==> src/rtl/reset_sequencer_pkg.sv <==
// Shared types and limits for the staged reset sequencer.
// The state enum is exported so other blocks can decode the sequencer state.
package reset_sequencer_pkg;

  typedef enum logic [2:0] {
    RST       = 3'd0,
    WAIT_LINK = 3'd1,
    REL_CTRL  = 3'd2,
    RUN       = 3'd3,
    SW_HOLD   = 3'd4
  } seq_state_e;

  localparam int SYNC_STAGES_MIN = 2;
  localparam int LINK_STABLE_MIN = 1;
  localparam int CTRL_DLY_MIN    = 1;

  function automatic int max_int(input int a, input int b);
    return (a > b) ? a : b;
  endfunction

endpackage

==> src/rtl/bit_sync.sv <==
// Multi-flop synchronizer for a single level signal; all stages reset to 0.
module bit_sync
  import reset_sequencer_pkg::*;
#(
  parameter int STAGES = 2
) (
  input  logic clk,
  input  logic rst_n,
  input  logic d_i,
  output logic q_o
);

  localparam int N = max_int(STAGES, SYNC_STAGES_MIN);

  logic [N-1:0] sync_q;

  always_ff @(posedge clk or negedge rst_n) begin
    if (!rst_n) begin
      sync_q <= '0;
    end else begin
      sync_q <= {sync_q[N-2:0], d_i};
    end
  end

  assign q_o = sync_q[N-1];

endmodule

==> src/rtl/reset_sequencer.sv <==
// Staged reset release: controller after a stable link, application CTRL_DLY
// cycles later, plus a four-phase software reset handshake.
module reset_sequencer
  import reset_sequencer_pkg::*;
#(
  parameter int SYNC_STAGES = 2,
  parameter int LINK_STABLE = 8,
  parameter int CTRL_DLY    = 4,
  parameter int CNT_W       = 8
) (
  input  logic clk,
  input  logic rst_n,
  input  logic link_up,
  input  logic sw_rst_req,
  output logic sw_rst_ack,
  output logic ctrl_rst_n,
  output logic app_rst_n,
  output logic reset_out,
  output logic seq_done
);

  localparam int LS = max_int(LINK_STABLE, LINK_STABLE_MIN);
  localparam int CD = max_int(CTRL_DLY, CTRL_DLY_MIN);
  localparam logic [CNT_W-1:0] LS_LAST = CNT_W'(LS - 1);
  localparam logic [CNT_W-1:0] CD_LAST = CNT_W'(CD - 1);

  seq_state_e       state_q, state_d;
  logic [CNT_W-1:0] cnt_q, cnt_d, cnt_inc;
  logic             link_s;
  logic             ctrl_rst_n_q, app_rst_n_q, reset_out_q, seq_done_q, sw_rst_ack_q;

  bit_sync #(.STAGES(SYNC_STAGES)) u_link_sync (
    .clk  (clk),
    .rst_n(rst_n),
    .d_i  (link_up),
    .q_o  (link_s)
  );

  // Saturating increment; terminal counts leave the state before the top is reached.
  assign cnt_inc = (&cnt_q) ? cnt_q : cnt_q + CNT_W'(1);

  always_comb begin
    state_d = state_q;
    cnt_d   = cnt_q;
    case (state_q)
      RST: begin
        state_d = WAIT_LINK;
        cnt_d   = '0;
      end
      WAIT_LINK: begin
        if (sw_rst_req) begin
          state_d = SW_HOLD;
          cnt_d   = '0;
        end else if (!link_s) begin
          cnt_d = '0;
        end else if (cnt_q == LS_LAST) begin
          state_d = REL_CTRL;
          cnt_d   = '0;
        end else begin
          cnt_d = cnt_inc;
        end
      end
      REL_CTRL: begin
        if (sw_rst_req) begin
          state_d = SW_HOLD;
          cnt_d   = '0;
        end else if (!link_s) begin
          state_d = WAIT_LINK;
          cnt_d   = '0;
        end else if (cnt_q == CD_LAST) begin
          state_d = RUN;
          cnt_d   = '0;
        end else begin
          cnt_d = cnt_inc;
        end
      end
      RUN: begin
        cnt_d = '0;
        if (sw_rst_req) begin
          state_d = SW_HOLD;
        end else if (!link_s) begin
          state_d = WAIT_LINK;
        end
      end
      SW_HOLD: begin
        cnt_d = '0;
        if (!sw_rst_req) begin
          state_d = WAIT_LINK;
        end
      end
      default: begin
        state_d = RST;
        cnt_d   = '0;
      end
    endcase
  end

  // Outputs are decoded from the next state so they move on the transition edge.
  always_ff @(posedge clk or negedge rst_n) begin
    if (!rst_n) begin
      state_q      <= RST;
      cnt_q        <= '0;
      ctrl_rst_n_q <= 1'b0;
      app_rst_n_q  <= 1'b0;
      reset_out_q  <= 1'b1;
      seq_done_q   <= 1'b0;
      sw_rst_ack_q <= 1'b0;
    end else begin
      state_q      <= state_d;
      cnt_q        <= cnt_d;
      ctrl_rst_n_q <= (state_d == REL_CTRL) || (state_d == RUN);
      app_rst_n_q  <= (state_d == RUN);
      reset_out_q  <= (state_d != RUN);
      seq_done_q   <= (state_d == RUN);
      sw_rst_ack_q <= (state_d == SW_HOLD);
    end
  end

  assign ctrl_rst_n = ctrl_rst_n_q;
  assign app_rst_n  = app_rst_n_q;
  assign reset_out  = reset_out_q;
  assign seq_done   = seq_done_q;
  assign sw_rst_ack = sw_rst_ack_q;

endmodule

==> config.mk <==
export PLATFORM = sky130hd
export DESIGN_NAME = reset_sequencer
export DESIGN_NICKNAME = d
export VERILOG_FILES = /design/src/rtl/reset_sequencer_pkg.sv /design/src/rtl/bit_sync.sv /design/src/rtl/reset_sequencer.sv
export SDC_FILE = /design/constraint.sdc
export NUM_CORES = 1
export LEC_CHECK = 0
export ABC_AREA = 1
export CAP_MARGIN = 5
export CORE_MARGIN = 5
export CORE_UTILIZATION = 52
export CTS_CLUSTER_DIAMETER = 80
export DETAILED_ROUTE_END_ITERATION = 16
export DONT_BUFFER_PORTS = 1
export PLACE_DENSITY_LB_ADDON = 0.12
export SLEW_MARGIN = 0
export SYNTH_ARGS = -nofsm -noshare
export SYNTH_HDL_FRONTEND = slang
export SYNTH_HIERARCHICAL = 1
export SYNTH_SLANG_ARGS = --single-unit
==> constraint.sdc <==
create_clock -name clk -period 1.6 [get_ports clk]
set_clock_uncertainty 0.05 [all_clocks]
set_input_delay 0.32 -clock clk [delete_from_list [all_inputs] [get_ports clk]]
set_output_delay 0.32 -clock clk [all_outputs]
set_load 0.01 [all_outputs]
## Word-level counts from Yosys, hierarchy flattened

Cells that the tools add are included.

- $add $sub $neg: 1
- Equal/unequal tests: 10
- Reductions and logical operators: 3
- Mux-type cells: 18

Operators by type and width:

| kind | count |
|---|---|
| $mux 8 | 7 |
| $mux 3 | 9 |
| $pmux 8 s2 | 1 |
| $pmux 3 s5 | 1 |
| $eq 3x2->1 const B | 4 |
| $add 8x1->8 const B | 1 |
| $eq 8x2->1 const B | 1 |
| $eq 8x3->1 const B | 1 |
| $reduce_and 8->1 | 1 |
| $eq 3x3->1 const B | 2 |
| $eq 3x1->1 const B | 1 |
| $logic_not 3->1 | 1 |
| $ne 3x2->1 const B | 1 |
| $logic_or 1x1->1 | 1 |

- Register bits after elaboration: 17
- Bits of input ports: 4

## Depth between registers and ports, before layout

Gate-level depths: netlist (run 1).

- Depth after elaboration: 7
- Gate-level depth with buffers: 8

## Hierarchy

The synthesis (run 1) kept the hierarchy.

By module, submodules not included:

| module | times used | area each (um2) | cells an instance |
|---|---|---|---|
| reset_sequencer | 1 | 858.3 | 114 |
| bit_sync | 1 | 50.0 | 2 |

## Worst setup path before layout (run 1)

No wires, ideal clock.

- Kind: register to register
- From: reg cnt_q[0]
- To: reg cnt_q[1]
- Path buffers: 0
- Slack: 0.316 ns
- Setup time: 0.117 ns
- Clock period less this slack: 1.284 ns
- Stages on the path, launching flop included: 7
- Arrival time: 1.116 ns
- Path through: dfrtp_1 > ha_1 > nand3_2 > nor2_4 > nand3_4 > o21ai_1 > nor2_1

- Word-level cells in the longest chain between the ends: 6
- Elaborated cells on any way between the ends: 12
- Those cells by class: add/sub: 1; eq/ne: 2; mux: 8; reduce/logical: 1

RTL lines:

| item | line | source |
|---|---|---|
| start, declared | reset_sequencer.sv:28 | `logic [CNT_W-1:0] cnt_q, cnt_d, cnt_inc;` |
| start signal, assigned | reset_sequencer.sv:110 | `cnt_q <= cnt_d;` |
| $add 8x1->8 or $reduce_and 8->1 (tied branches) | reset_sequencer.sv:40 | `assign cnt_inc = (&cnt_q) ? cnt_q : cnt_q + CNT_W'(1);` |
| $mux 8 | reset_sequencer.sv:40 |  |
| $mux 8, on equally long branches | reset_sequencer.sv:70, reset_sequencer.sv:56 |  |
| $mux 8, on equally long branches | reset_sequencer.sv:67, reset_sequencer.sv:54 |  |
| $mux 8, on equally long branches | reset_sequencer.sv:64, reset_sequencer.sv:51 |  |
| $pmux 8 s2 * | reset_sequencer.sv:45 | `case (state_q)` |
| net cnt_d[1] | reset_sequencer.sv:28 |  |

Mark *: on every way through the listed nets, which the timed path passes. The rest lies on a longest branch.

## Worst setup path in the final report (run 1)

- From: reg cnt_q[0]
- To: reg cnt_q[2]

The elaborated chain is that of the path after synthesis.

==> qor.yml, run 1 <==
sta:
  fin_crit_ns: 1.444
  finalSetupViolCount: 0
  tns_ns: 0
  clock.fmax_mhz: 692.7
  slew_viol_final: 0
  fin_ws_ns: 0.1563
  tightest_slew_ns: 0.7648
  finalCritPeriodShare_pct: 90.23
  relSlewSlack_pct: 48.85
  hold_ws_ns: 0.1348
  hold_violations: 0
routing:
  vias: 701
  wirelength_mm: 1.677
  final_antenna_net_count: 0
  via_per_inst: 5.007
  drt-wirelength-per-cell_um: 11.98
  drc: 0
  first_pass_iters: 4
  drt_iter0_drc: 12
clock_network:
  cts-root-buf: "clkbuf_4"
  clk_latency_ns: 0.29
  cts_sinks: 17
  htreeDepth: 1
  cts_tree: "yes"
  cts_max_path_buffers: 2
  cts_buffers: 3
  clk_pin_slew_worst_paths_ns: 0.10
global_route:
  grt_pass1_wl_mm: 2.994
  grt_overflow_total: 0
  grt_max_degree: 18
  grt_pass1_vias: 665
  grt.total_usage_pct: 15.52
  antenna_found_initial: 0
hold_path:
  hold_class: "primary input to flop"
logic_synthesis:
  postSynthNetCount: 121
  synth_commonest_cells: "nand2_1 (26), nor2_1 (19), inv_1 (17)"
  synth_top_flop_cell: "dfrtp_1"
  ys_types: 24
  synth_edf_count: 0
  syn-mean-instance-area_um2: 7.831
  syn-cell-area_um2: 908.4
  synthCells: 116
  yosysMostFrequentCell: "nand2_1"
  yosysSeqAreaShare_pct: 46.97
  synth_warnings: 6
  synth_top_cell_by_area: "dfrtp_1"
  synth_top_area_share_pct: 44.08
  synth.area.top_cells: "dfrtp_1 (44%), nand2_1 (11%), nor2_1 (7.9%)"
  synthArstFlopShare_pct: 100.0
  ys_ff_latch: 17
die:
  fp-row-count: 15
  die_area_um2: 2683
  die_h_um: 51.80
  die-width_um: 51.80
  core_area_um2: 1689
  start_util_pct: 53.78
  pin_count: 9
worst_setup_path:
  crit_required_ns: 1.78
  crit_path_max_fanout: 7
  cp.arrival_ns: 1.62
  cp-start-kind: "flop"
  worstSetupEndpointType: "flop"
  crit_type: "flop to flop"
place:
  hpwl_mm: 1.215
  place_congestion: 0.7954
  dp_slack_ns: 0.1553
  io_buffers: 0
finish:
  antenna_cells: 0
  syn_to_final_growth_pct: 10.06
  utilization_pct: 59.19
  layout-drive-gt1-share_pct: 17.89
  layout.nets: 129
power_and_ir_drop:
  p_leak_nw: 0.4916
  power.density_nw_per_um2: 945.2
  ir_worst_vdd_mv: 0.4999
status:
  status: "complete, no violations"
job:
  cap_violations: 0
## worst max-delay path, stage by stage, from the launching register on
cell,delay (ns)
dfrtp_1,0.45
ha_4,0.19
nand3_2,0.12
nor2_4,0.20
nand3_4,0.12
nand3_1,0.09
nand2_1,0.07
nor2_2,0.09
## report_power, final
group	switching [mW]	internal, mW
sequential	0.0326	0.468
combinational	0.145	0.0716
clock	0.135	0.0929
total	0.312	0.633
## final cells by class
| class | instances | area, µm² |
|---|---|---|
| fillers | 165 | 689.4 |
| clock inverters | 1 | 5.005 |
| flip-flops and latches | 17 | 426.7 |
| inverters | 19 | 71.32 |
| multi-input cells | 79 | 417.9 |
| well taps | 17 | 21.27 |
| repair buffers | 4 | 35.03 |
| clock buffers | 3 | 22.52 |
## sequential cells by signal, indices dropped and copies added (netlist names)
| signal | count |
|---|---|
| cnt_q | 8 |
| state_q | 3 |
| u_link_sync/sync_q | 2 |
| ctrl_rst_n | 1 |
| reset_out | 1 |
| seq_done | 1 |
| sw_rst_ack | 1 |
## cells by family (layout without fill, tap and decap cells)
| group | after synthesis | count (layout) | synth area share [%] |
|---|---|---|---|
| AO/OA/AOI/OAI | 9 | 9 | 5.510 |
| adder cells (fa/ha/maj) | 1 | 1 | 1.377 |
| buffers and inverters | 20 | 27 | 8.678 |
| flip-flops | 17 | 17 | 46.97 |
| AND/OR/NAND/NOR | 69 | 69 | 37.47 |
## metal layers
metal,global-route usage (%),vias to the layer above,share of wire (%)
li1,-,374,-
met1,21.28,313,49
met2,23.09,10,45
met3,3.152,4,4.2
met4,7.860,0,1.4
met5,0,-,0
## final timing paths
check	startpoint	endpoint	slack (ns)	depth (start not counted)
worst min-delay path	sw_rst_req	sw_rst_ack$_DFF_PN0_	0.13	2
min in group asynchronous	rst_n	cnt_q[4]$_DFF_PN0_	0.49	1
worst max register to register	cnt_q[0]$_DFF_PN0_	cnt_q[2]$_DFF_PN0_	0.16	7
worst max-delay path	cnt_q[0]$_DFF_PN0_	cnt_q[2]$_DFF_PN0_	0.16	7
worst min register to register	u_link_sync/sync_q[0]$_DFF_PN0_	u_link_sync/sync_q[1]$_DFF_PN0_	0.31	0
max in group asynchronous	rst_n	state_q[0]$_DFF_PN0_	0.54	1
## metrics by stage
stage	area [µm²]	total power [mW]	instances
after global placement	922.1	0.6978	132
final	999.7	0.9449	140
after floorplan	908.4	0.6657	116
after global routing	999.7	1.040	140
after detailed placement	922.1	0.7008	132
after CTS	969.7	0.9505	138
## layout by cell type, fill, tap and decap left out
master and n:
dlygate4sd3_1 2, nor3_1 3, a21oi_1 2, nand3_4 1
o21ai_0 3, clkinv_2 1, a31oi_1 1, nor2_4 1
nand3_2 3, buf_4 2, dfstp_2 1, nand3b_1 2
ha_4 1, nand2_4 1, inv_2 2, o21ai_1 2
dfrtp_1 16, or2_2 1, nor2_2 3, nor2_1 18
clkbuf_4 3, nand4_1 1, inv_1 17, nand2_1 26
nand3_1 8, nand2_2 1, o21ai_2 1
## repair_timing
| item | 4_1_cts | 5_1_grt |
|---|---|---|
| endpoints found under the setup margin | 0 | 6 |
| hold endpoints to repair | 18 | 0 |
| buffers inserted | 0 | 2 |
| hold buffers | 2 | 0 |
| resized for setup | 0 | 3 |
Note: power is estimated with default switching activity, not from simulation.
==> run 2: changes to the inputs <==
--- a/config.mk
+++ b/config.mk
@@ -6,7 +6,7 @@
 export NUM_CORES = 1
 export LEC_CHECK = 0
 export ABC_AREA = 1
-export CAP_MARGIN = 5
+export CAP_MARGIN = 20
 export CORE_MARGIN = 5
 export CORE_UTILIZATION = 52
 export CTS_CLUSTER_DIAMETER = 80
==> results of run 2 <==
Same layout as run 1: the final DEF is identical, and so are final timing and power.
==> run 3: changes to the inputs <==
--- a/config.mk
+++ b/config.mk
@@ -13,6 +13,7 @@
 export DETAILED_ROUTE_END_ITERATION = 16
 export DONT_BUFFER_PORTS = 1
 export PLACE_DENSITY_LB_ADDON = 0.12
+export REMOVE_ABC_BUFFERS = 1
 export SLEW_MARGIN = 0
 export SYNTH_ARGS = -nofsm -noshare
 export SYNTH_HDL_FRONTEND = slang
==> run 3 against run 2 <==
- flip-flop and latch count is the same
- sequential share of layout area is 1.4 points higher
- via count down 2.3%
- power decreased by 1.5%
==> qor.yml, run 3 (synthesis gave the netlist of run 1 again) <==
worst_setup_path:
  crit_path_end: "cnt_q[1]$_DFF_PN0_"
  crit_type: "flop to flop"
  crit_required_ns: 1.74  # -0.04 ns
  reg2regPathDepth: 6  # -1
  worstReg2RegEnd: "cnt_q[1]$_DFF_PN0_"
  cp.arrival_ns: 1.56  # -0.06 ns
  regToRegSetupSlack_ns: 0.18  # +0.02 ns
  r2r-start: "cnt_q[0]$_DFF_PN0_"
  crit_path_max_fanout: 7  # unchanged
  worstSetupEndpointType: "flop"
  cp-start-kind: "flop"
  startpoint: "cnt_q[0]$_DFF_PN0_"
routing:
  wl_met1_um: 806  # -1.7%
  wl_met2_um: 598  # -22%
  vias: 685  # -2.3%
  drt-wirelength-per-cell_um: 10.94  # -8.7%
  top_layer: "met4"
  drt_iter0_drc: 12  # unchanged
  first_pass_iters: 6  # +2
  drc: 0  # unchanged
  via_per_inst: 4.964  # -0.87%
  wl_met3_um: 73  # +2.8%
  wirelength_mm: 1.510  # -10%
  final_antenna_net_count: 0  # unchanged
hold_path:
  hold_class: "primary input to flop"
clock_network:
  cts_buffers: 3  # unchanged
  cts_tree: "yes"
  cts_resized: 0  # unchanged
  clk_latency_ns: 0.29  # about the same
  postCtsSetupRepairBufs: 0  # unchanged
  htreeDepth: 1  # unchanged
  cts_max_path_buffers: 2  # unchanged
  cts-root-buf: "clkbuf_4"
  cts_sinks: 17  # unchanged
  clk_pin_slew_worst_paths_ns: 0.10  # about the same
  hold_buffers: 2  # unchanged
finish:
  syn_to_final_growth_pct: 6.612
  n_fill_cell: 151  # -8.5%
  antenna_cells: 0  # unchanged
  largest-register: "cnt_q"
  layout-drive-gt1-share_pct: 14.05  # -3.8 points
  reg_top3: "cnt_q (8), state_q (3), u_link_sync/sync_q (2)"
  most-common-layout-cells: "nand2_1 (26), nor2_1 (19), inv_1 (17), dfrtp_1 (16), nand3_1 (8)"
  largest_reg_flops: 8  # unchanged
  layout.nets: 127  # -1.6%
  final_common_cell: "nand2_1"
sta:
  clock.fmax_mhz: 702.6  # +1.4%
  tightest_slew_ns: 0.7378  # -0.02699 ns
  rsz0062_at_grt: "false"
  fin_crit_ns: 1.423  # -0.02047 ns
  slew_viol_final: 0  # unchanged
  fin_ws_ns: 0.1767  # +0.02047 ns
  tns_ns: 0  # unchanged
  hold_violations: 0  # unchanged
  relSlewSlack_pct: 50.65  # +1.8 points
  finalSetupViolCount: 0  # unchanged
  finalCritPeriodShare_pct: 88.95  # -1.3 points
die:
  die-width_um: 51.80  # unchanged
  start_util_pct: 53.78  # unchanged
  die_area_um2: 2683  # unchanged
  pin_count: 9  # unchanged
  fp-row-count: 15  # unchanged
  die_h_um: 51.80  # unchanged
  core_area_um2: 1689  # unchanged
power_and_ir_drop:
  power.density_nw_per_um2: 960.7  # +1.6%
  p_leak_nw: 0.4809  # -2.2%
  ir_worst_vdd_mv: 0.8741  # +75%
place:
  place_congestion: 0.8621  # +8.4%
  hpwl_mm: 1.128  # -7.2%
  io_buffers: 0  # unchanged
  dp_slack_ns: 0.1893  # +0.03398 ns
job:
  cap_violations: 0  # unchanged
status:
  status: "complete, no violations"
global_route:
  grt_pass1_vias: 624  # -6.2%
  grt_max_degree: 18  # unchanged
  antenna_found_initial: 0  # unchanged
  grt_pass1_wl_mm: 2.663  # -11%
  grt_overflow_total: 0  # unchanged
  grt.total_usage_pct: 13.70  # -1.8 points
-- run 3: changes by cell type in the layout (fill, tap and decap cells not counted), sizes merged --
| cell | previous run | this run |
|---|---|---|
| buf | 2 | 0 |
| clkinv | 1 | 0 |
| clkbuf | 3 | 4 |
-- run 3: through the flow --
stage / hold WS, ns / power, mW / instances / util (%) / instance area, µm²
after detailed placement: -0.02517 / 0.7006 / 132 / 54.59 / 922.1
after global placement: -0.02515 / 0.7039 / 132 / 54.59 / 922.1
after floorplan: -0.02559 / 0.6657 / 115 / - / 900.9
after global routing: 0.1189 / 1.016 / 138 / 57.33 / 968.4
final: 0.1409 / 0.9304 / 138 / 57.33 / 968.4
after CTS: 0.1306 / 0.9479 / 138 / 57.33 / 968.4
-- run 3: area by class of cell --
type | instances | area [µm²] | share of cell area, %
clock buffer | 4 | 26.28 | 2.713
inverter | 19 | 71.32 | 7.364
multi-input combinational | 79 | 402.9 | 41.60
sequential | 17 | 426.7 | 44.06
tap | 17 | 21.27 | 2.196
timing repair buffer | 2 | 20.02 | 2.067
-- run 3: critical path, stage by stage, from the launching register on --
cell and delay, ns:
dfrtp_1 0.40, ha_1 0.26, nand3_2 0.14, nor2_4 0.17, nand3_4 0.12, o21ai_1 0.14, nor2_1 0.05
-- run 3: power by group --
group	switching (mW)	leakage, nW	internal (mW)	total, mW
clock network	0.127	0.0150	0.0969	0.224
logic	0.143	0.241	0.0660	0.209
registers	0.0285	0.225	0.468	0.497
total	0.299	0.481	0.631	0.930
-- run 3: worst min path at each step --
stage                from                    to  slack, ns  cells after the start
2_1_floorplan       rst_n    cnt_q[0]$_DFF_PN0_      -0.03                      0
6_report       sw_rst_req  state_q[2]$_DFF_PN0_       0.14                      2
5_1_grt        sw_rst_req  state_q[2]$_DFF_PN0_       0.12                      2
3_5_place_dp        rst_n    cnt_q[7]$_DFF_PN0_      -0.03                      0
3_3_place_gp        rst_n    cnt_q[7]$_DFF_PN0_      -0.03                      0
4_1_cts        sw_rst_req  state_q[2]$_DFF_PN0_       0.13                      2
-- run 3: metal layers --
metal / track usage (%) / up-vias
li1: - / 374
met2: 18.64 / 13
met3: 4.011 / 4
met5: 0 / -
met1: 19.09 / 294
met4: 7.860 / 0
==> edit 1 (config.mk and constraints of run 3) <==
The parameter `SYNC_STAGES` goes from 2 to 4.
--- a/src/rtl/reset_sequencer.sv
+++ b/src/rtl/reset_sequencer.sv
@@ -4,5 +4,5 @@
   import reset_sequencer_pkg::*;
 #(
-  parameter int SYNC_STAGES = 2,
+  parameter int SYNC_STAGES = 4,
   parameter int LINK_STABLE = 8,
   parameter int CTRL_DLY    = 4,
Check against the original RTL: same outputs for any inputs over 10 cycles, from zero or initial values and one cycle with rst_n low; that may be too few to reach the edited logic, so the function may still have changed.
==> edit 1 against run 3 <==
Setup slack got worse by 0.013 ns; via count up 6.0%; first-iteration DRC count grew 17%; sequential cell count up 2; sequential power is 11% higher; utilization is 1.7 points higher; routed wire length increased by 5.0%; final area rose by 6.3%; count of clock-buffer cells in the layout decreased by 1; synthesized area grew 5.5%; cell count increased by 7.2%; sequential share of layout area is 2.2 points higher; total power up 8.1%; highest routed layer unchanged.
==> edit 1: results <==
group,metric,value,unit
outcome,status,"finished clean",
global_route,grt_usage,15.1,%
placed_design,dpl_cell_area,982,um2
cts,path_clk_slew,0.11,ns
synth,synth_mux_area_share,0,%
placed_design,dp_hpwl,1250,um
setup_path,r2r_slack,0.16,ns
synth,synth_top_cells_by_area,"dfrtp_1, nand2_1, nor2_1, inv_1, nand3_1",
placed_design,port-buffer-count,0,
route,initialDrtViolationCount,14,
synth,synth_compound_area_share,5.22,%
synth,ys_top_cells_by_count,"nand2_1, nor2_1, dfrtp_1, inv_1, nand3_1",
synth,synth_fa_ha_area_share,1.31,%
setup_path,crit_required,1.78,ns
setup_path,critPathMaxFanout,7,
global_route,grt_pass1_vias,707,
synth,yosysSeqAreaShare,49.7,%
global_route,antenna_found_initial,0,
pwr,p_leak,0.507,nW
synth,synth.distinct_cells,24,
cts,cts-root-buf,"clkbuf_4",
cts,cts_made_buffers,3,
final_layout,drive_above_1_share,14.6,%
final_layout,diodes,0,
placed_design,gp_congestion,0.861,
cts,post_cts_resized,0,
setup_path,crit_path_start_kind,"register",
final_layout,final.fill_count,160,
global_route,grt_first_pass_wirelength,2990,um
setup_path,r2r_start,"cnt_q[0]$_DFF_PN0_",
route,vias_per_cell,4.91,
global_route,grt_max_degree,20,
cts,clock_latency,0.30,ns
cts,clockBufferDepth,2,
synth,synth_warnings,6,
synth,synth_xor_area_share,0,%
timing,max_slew.worst_pin.slew,0.814,ns
route,drtPass1Iterations,4,
final_layout,finalNetCount,129,
synth,ys_async_sr_fraction,100,%
min_path,holdCritPathClass,"in -> reg",
min_path,hold_path_startpoint,"sw_rst_req",
pwr,max-vdd-ir-drop,846,uV
final_layout,top_regs,"cnt_q x8, u_link_sync/sync_q x4, state_q x3",
route,routed_wirelength,1590,um
edit 1: cell type report:
cell class | count | area [um2] | share of cell area, %
multi-input cells | 79 | 403 | 39.1
clock inverters | 1 | 5.00 | 0.486
clock buffers | 3 | 22.5 | 2.19
flip-flops and latches | 19 | 477 | 46.3
repair buffers | 2 | 20.0 | 1.94
inverters | 19 | 71.3 | 6.93
well taps | 25 | 31.3 | 3.04
edit 1: final timing paths:
path | end | cells past startpoint
min in group asynchronous | ctrl_rst_n$_DFF_PN0_ | 1
worst max register to register | cnt_q[0]$_DFF_PN0_ | 7
worst min register to register | u_link_sync/sync_q[2]$_DFF_PN0_ | 0
worst min-delay path | state_q[2]$_DFF_PN0_ | 2
worst max-delay path | cnt_q[0]$_DFF_PN0_ | 7
max in group asynchronous | cnt_q[3]$_DFF_PN0_ | 1
edit 1: routing by layer:
layer / track usage [%] / part of all wire, %
met4: 8.94 / 1.8
met5: 0 / 0
met3: 2.54 / 4.0
met1: 20.5 / 48
met2: 22.3 / 46
edit 1: power by group:
part	internal, mW	total (mW)	switching (mW)
registers	0.521	0.551	0.0299
clock network	0.0931	0.244	0.151
logic	0.0660	0.211	0.145
total	0.680	1.01	0.326
edit 1: logic make-up (layout without fill, tap and decap cells):
kind of cell	Yosys count	after routing
adder cells (fa/ha/maj)	1	1
AO/OA/AOI/OAI	9	9
AND/OR/NAND/NOR	69	69
buffers and inverters	20	25
flip-flops	19	19
edit 1: worst max-delay path, cell delays in order (launching register included):
cell and delay (ns):
dfrtp_1 0.40, ha_1 0.25, nand3_2 0.14, nor2_4 0.17
nand3_4 0.12, nand2_1 0.08, nand2_1 0.05, nor2_1 0.10
edit 1: what timing repair did:
item | 4_1_cts | 5_1_grt
setup buffers | 0 | 0
endpoints found under the setup margin | 0 | 0
hold buffers | 2 | 0
hold endpoints to repair | 20 | 0
edit 1: per-stage QoR:
stage / setup WS [ns] / util [%] / hold WS [ns] / instances
2_1_floorplan: 0.316 / - / -0.0256 / 117
3_3_place_gp: 0.181 / 56.3 / -0.0250 / 142
6_report: 0.163 / 59.0 / 0.123 / 148
4_1_cts: 0.149 / 59.0 / 0.123 / 148
3_5_place_dp: 0.176 / 56.3 / -0.0251 / 142
5_1_grt: 0.0113 / 59.0 / 0.133 / 148
==> edit 2 (flow settings as in run 3) <==
Made on the original files. Re-encode `seq_state_e` (5 states) as one-hot, 5 bits wide.
--- a/src/rtl/reset_sequencer_pkg.sv
+++ b/src/rtl/reset_sequencer_pkg.sv
@@ -3,10 +3,10 @@
 package reset_sequencer_pkg;
 
-  typedef enum logic [2:0] {
-    RST       = 3'd0,
-    WAIT_LINK = 3'd1,
-    REL_CTRL  = 3'd2,
-    RUN       = 3'd3,
-    SW_HOLD   = 3'd4
+  typedef enum logic [4:0] {
+    RST       = 5'b00001,
+    WAIT_LINK = 5'b00010,
+    REL_CTRL  = 5'b00100,
+    RUN       = 5'b01000,
+    SW_HOLD   = 5'b10000
   } seq_state_e;
 
Formal check against the unedited RTL: no difference found for any inputs over 10 cycles, from zero or initial values and one cycle with rst_n low; not proved beyond that.
==> edit 2 against run 3 <==
Setup slack lost 0.0050 ns; synthesized area is 25% higher; critical path depth up 1; count of clock-buffer cells in the layout unchanged; via count is 26% higher; critical endpoint is now ctrl_rst_n$_DFF_PN0_; final area up 24%; routed wire length increased by 33%; total power increased by 26%; sequential share of layout area is 4.2 points lower; sequential cell count grew 2.
==> edit 2: results <==
group,metric,value,unit
outcome,status,"finished clean",
synth,ys_top_cells_by_count,"nand2_1, nor2_1, dfrtp_1, inv_1, nand3_1",
global_route,grt_first_pass_wirelength,3690,um
timing,slew_headroom,42.6,%
setup_path,r2r-end,"ctrl_rst_n$_DFF_PN0_",
placed_design,dp_slack,0.193,ns
global_route,grt_max_degree,20,
final_layout,final.fill_count,205,
synth,yosysSeqAreaShare,42.2,%
route,vias_per_cell,5.09,
final_layout,fin_cells,170,
synth,yosys_most_used_dff,"dfrtp_1",
final_layout,top_regs,"cnt_q x8, state_q x5, u_link_sync/sync_q x2",
placed_design,dpl.cell_count,164,
pwr,p_leak,0.597,nW
final_layout,drive_above_1_share,22.5,%
placed_design,gp_congestion,0.840,
min_path,min_to,"state_q[1]$_DFF_PN0_",
final_layout,finalNetCount,148,
global_route,grt_pass1_vias,783,
route,initialDrtViolationCount,27,
final_layout,seqCellArea,478,um2
synth,synth_top_cells_by_area,"dfrtp_1, nand3_1, nand2_1, nor2_1, inv_1",
min_path,hold_depth,3,
cts,path_clk_slew,0.12,ns
cts,clock_latency,0.31,ns
pwr,max-vdd-ir-drop,820,uV
route,wl_per_cell,11.8,um
synth,synth_area_per_cell,8.21,um2
cts,cts-root-buf,"clkbuf_4",
route,drtPass1Iterations,4,
synth,synth.distinct_cells,27,
setup_path,max_stage_delay,0.42,ns
setup_path,ff2ff_path_depth,7,
cts,clockBufferDepth,2,
global_route,grt_usage,14.7,%
setup_path,critPathMaxFanout,5,
placed_design,dp_hpwl,1520,um
cts,cts_max_level,1,
timing,holdWs,0.112,ns
final_layout,diodes,0,
==> edit 2: cell count changes in the layout (fill, tap and decap cells not counted), moves of 3 or more <==
cell            run 3  this run
inv_2               2         5
nand2_1            26        19
nand2_2             1         5
nand3_1             8        16
nand4_1             1         5
o21ai_0             3         6
==> edit 2: repair_timing <==
action,4_1_cts,5_1_grt
buffers inserted,0,0
hold endpoints to repair,20,0
hold buffers,2,0
resized for setup,0,0
==> edit 2: critical path: cells and delay by family (launching register included) <==
family / cells / cell delay (ns)
and+or+nand+nor: 4 / 0.30
adders and majority gates: 1 / 0.26
AOI/OAI and AO/OA: 1 / 0.21
DFF: 1 / 0.42
buffers and inverters: 1 / 0.07
==> edit 2: worst max-delay path by stage <==
stage | slack, ns | cells past startpoint | startpoint | to
after floorplan | 0.30 | 7 | cnt_q[0]$_DFF_PN0_ | cnt_q[7]$_DFF_PN0_
after global placement | 0.22 | 7 | cnt_q[0]$_DFF_PN0_ | ctrl_rst_n$_DFF_PN0_
after detailed placement | 0.19 | 7 | cnt_q[0]$_DFF_PN0_ | ctrl_rst_n$_DFF_PN0_
after CTS | 0.17 | 7 | cnt_q[0]$_DFF_PN0_ | ctrl_rst_n$_DFF_PN0_
after global routing | 0.02 | 7 | cnt_q[1]$_DFF_PN0_ | cnt_q[5]$_DFF_PN0_
final | 0.17 | 7 | cnt_q[0]$_DFF_PN0_ | ctrl_rst_n$_DFF_PN0_
==> edit 2: metal layers <==
metal | vias up | track usage, % | wire length [um]
li1 | 445 | - | -
met1 | 384 | 21.9 | 995
met2 | 32 | 19.3 | 798
met3 | 5 | 4.37 | 167
met4 | 0 | 6.10 | 42
met5 | - | 0 | 0
==> edit 2: layout make-up <==
| class | instances | share of cell area (%) |
|---|---|---|
| sequential | 19 | 39.8 |
| inverter | 22 | 6.88 |
| multi-input combinational | 95 | 46.5 |
| clock buffer | 4 | 2.19 |
| timing repair buffer | 2 | 1.67 |
| tap | 28 | 2.92 |
==> edit 2: power by group <==
part	leakage, nW	total, mW	switching (mW)	internal [mW]
clock network	0.0150	0.255	0.158	0.0973
logic	0.330	0.327	0.209	0.119
registers	0.252	0.594	0.0595	0.534
==> edit 2: cells by family after synthesis <==
family	Yosys count	share of synthesized area [%]
AO/OA/AOI/OAI	11	5.63
XOR/XNOR	2	1.55
adder cells (fa/ha/maj)	1	1.10
buffers and inverters	24	8.61
flip-flops	19	42.2
AND/OR/NAND/NOR	81	40.9
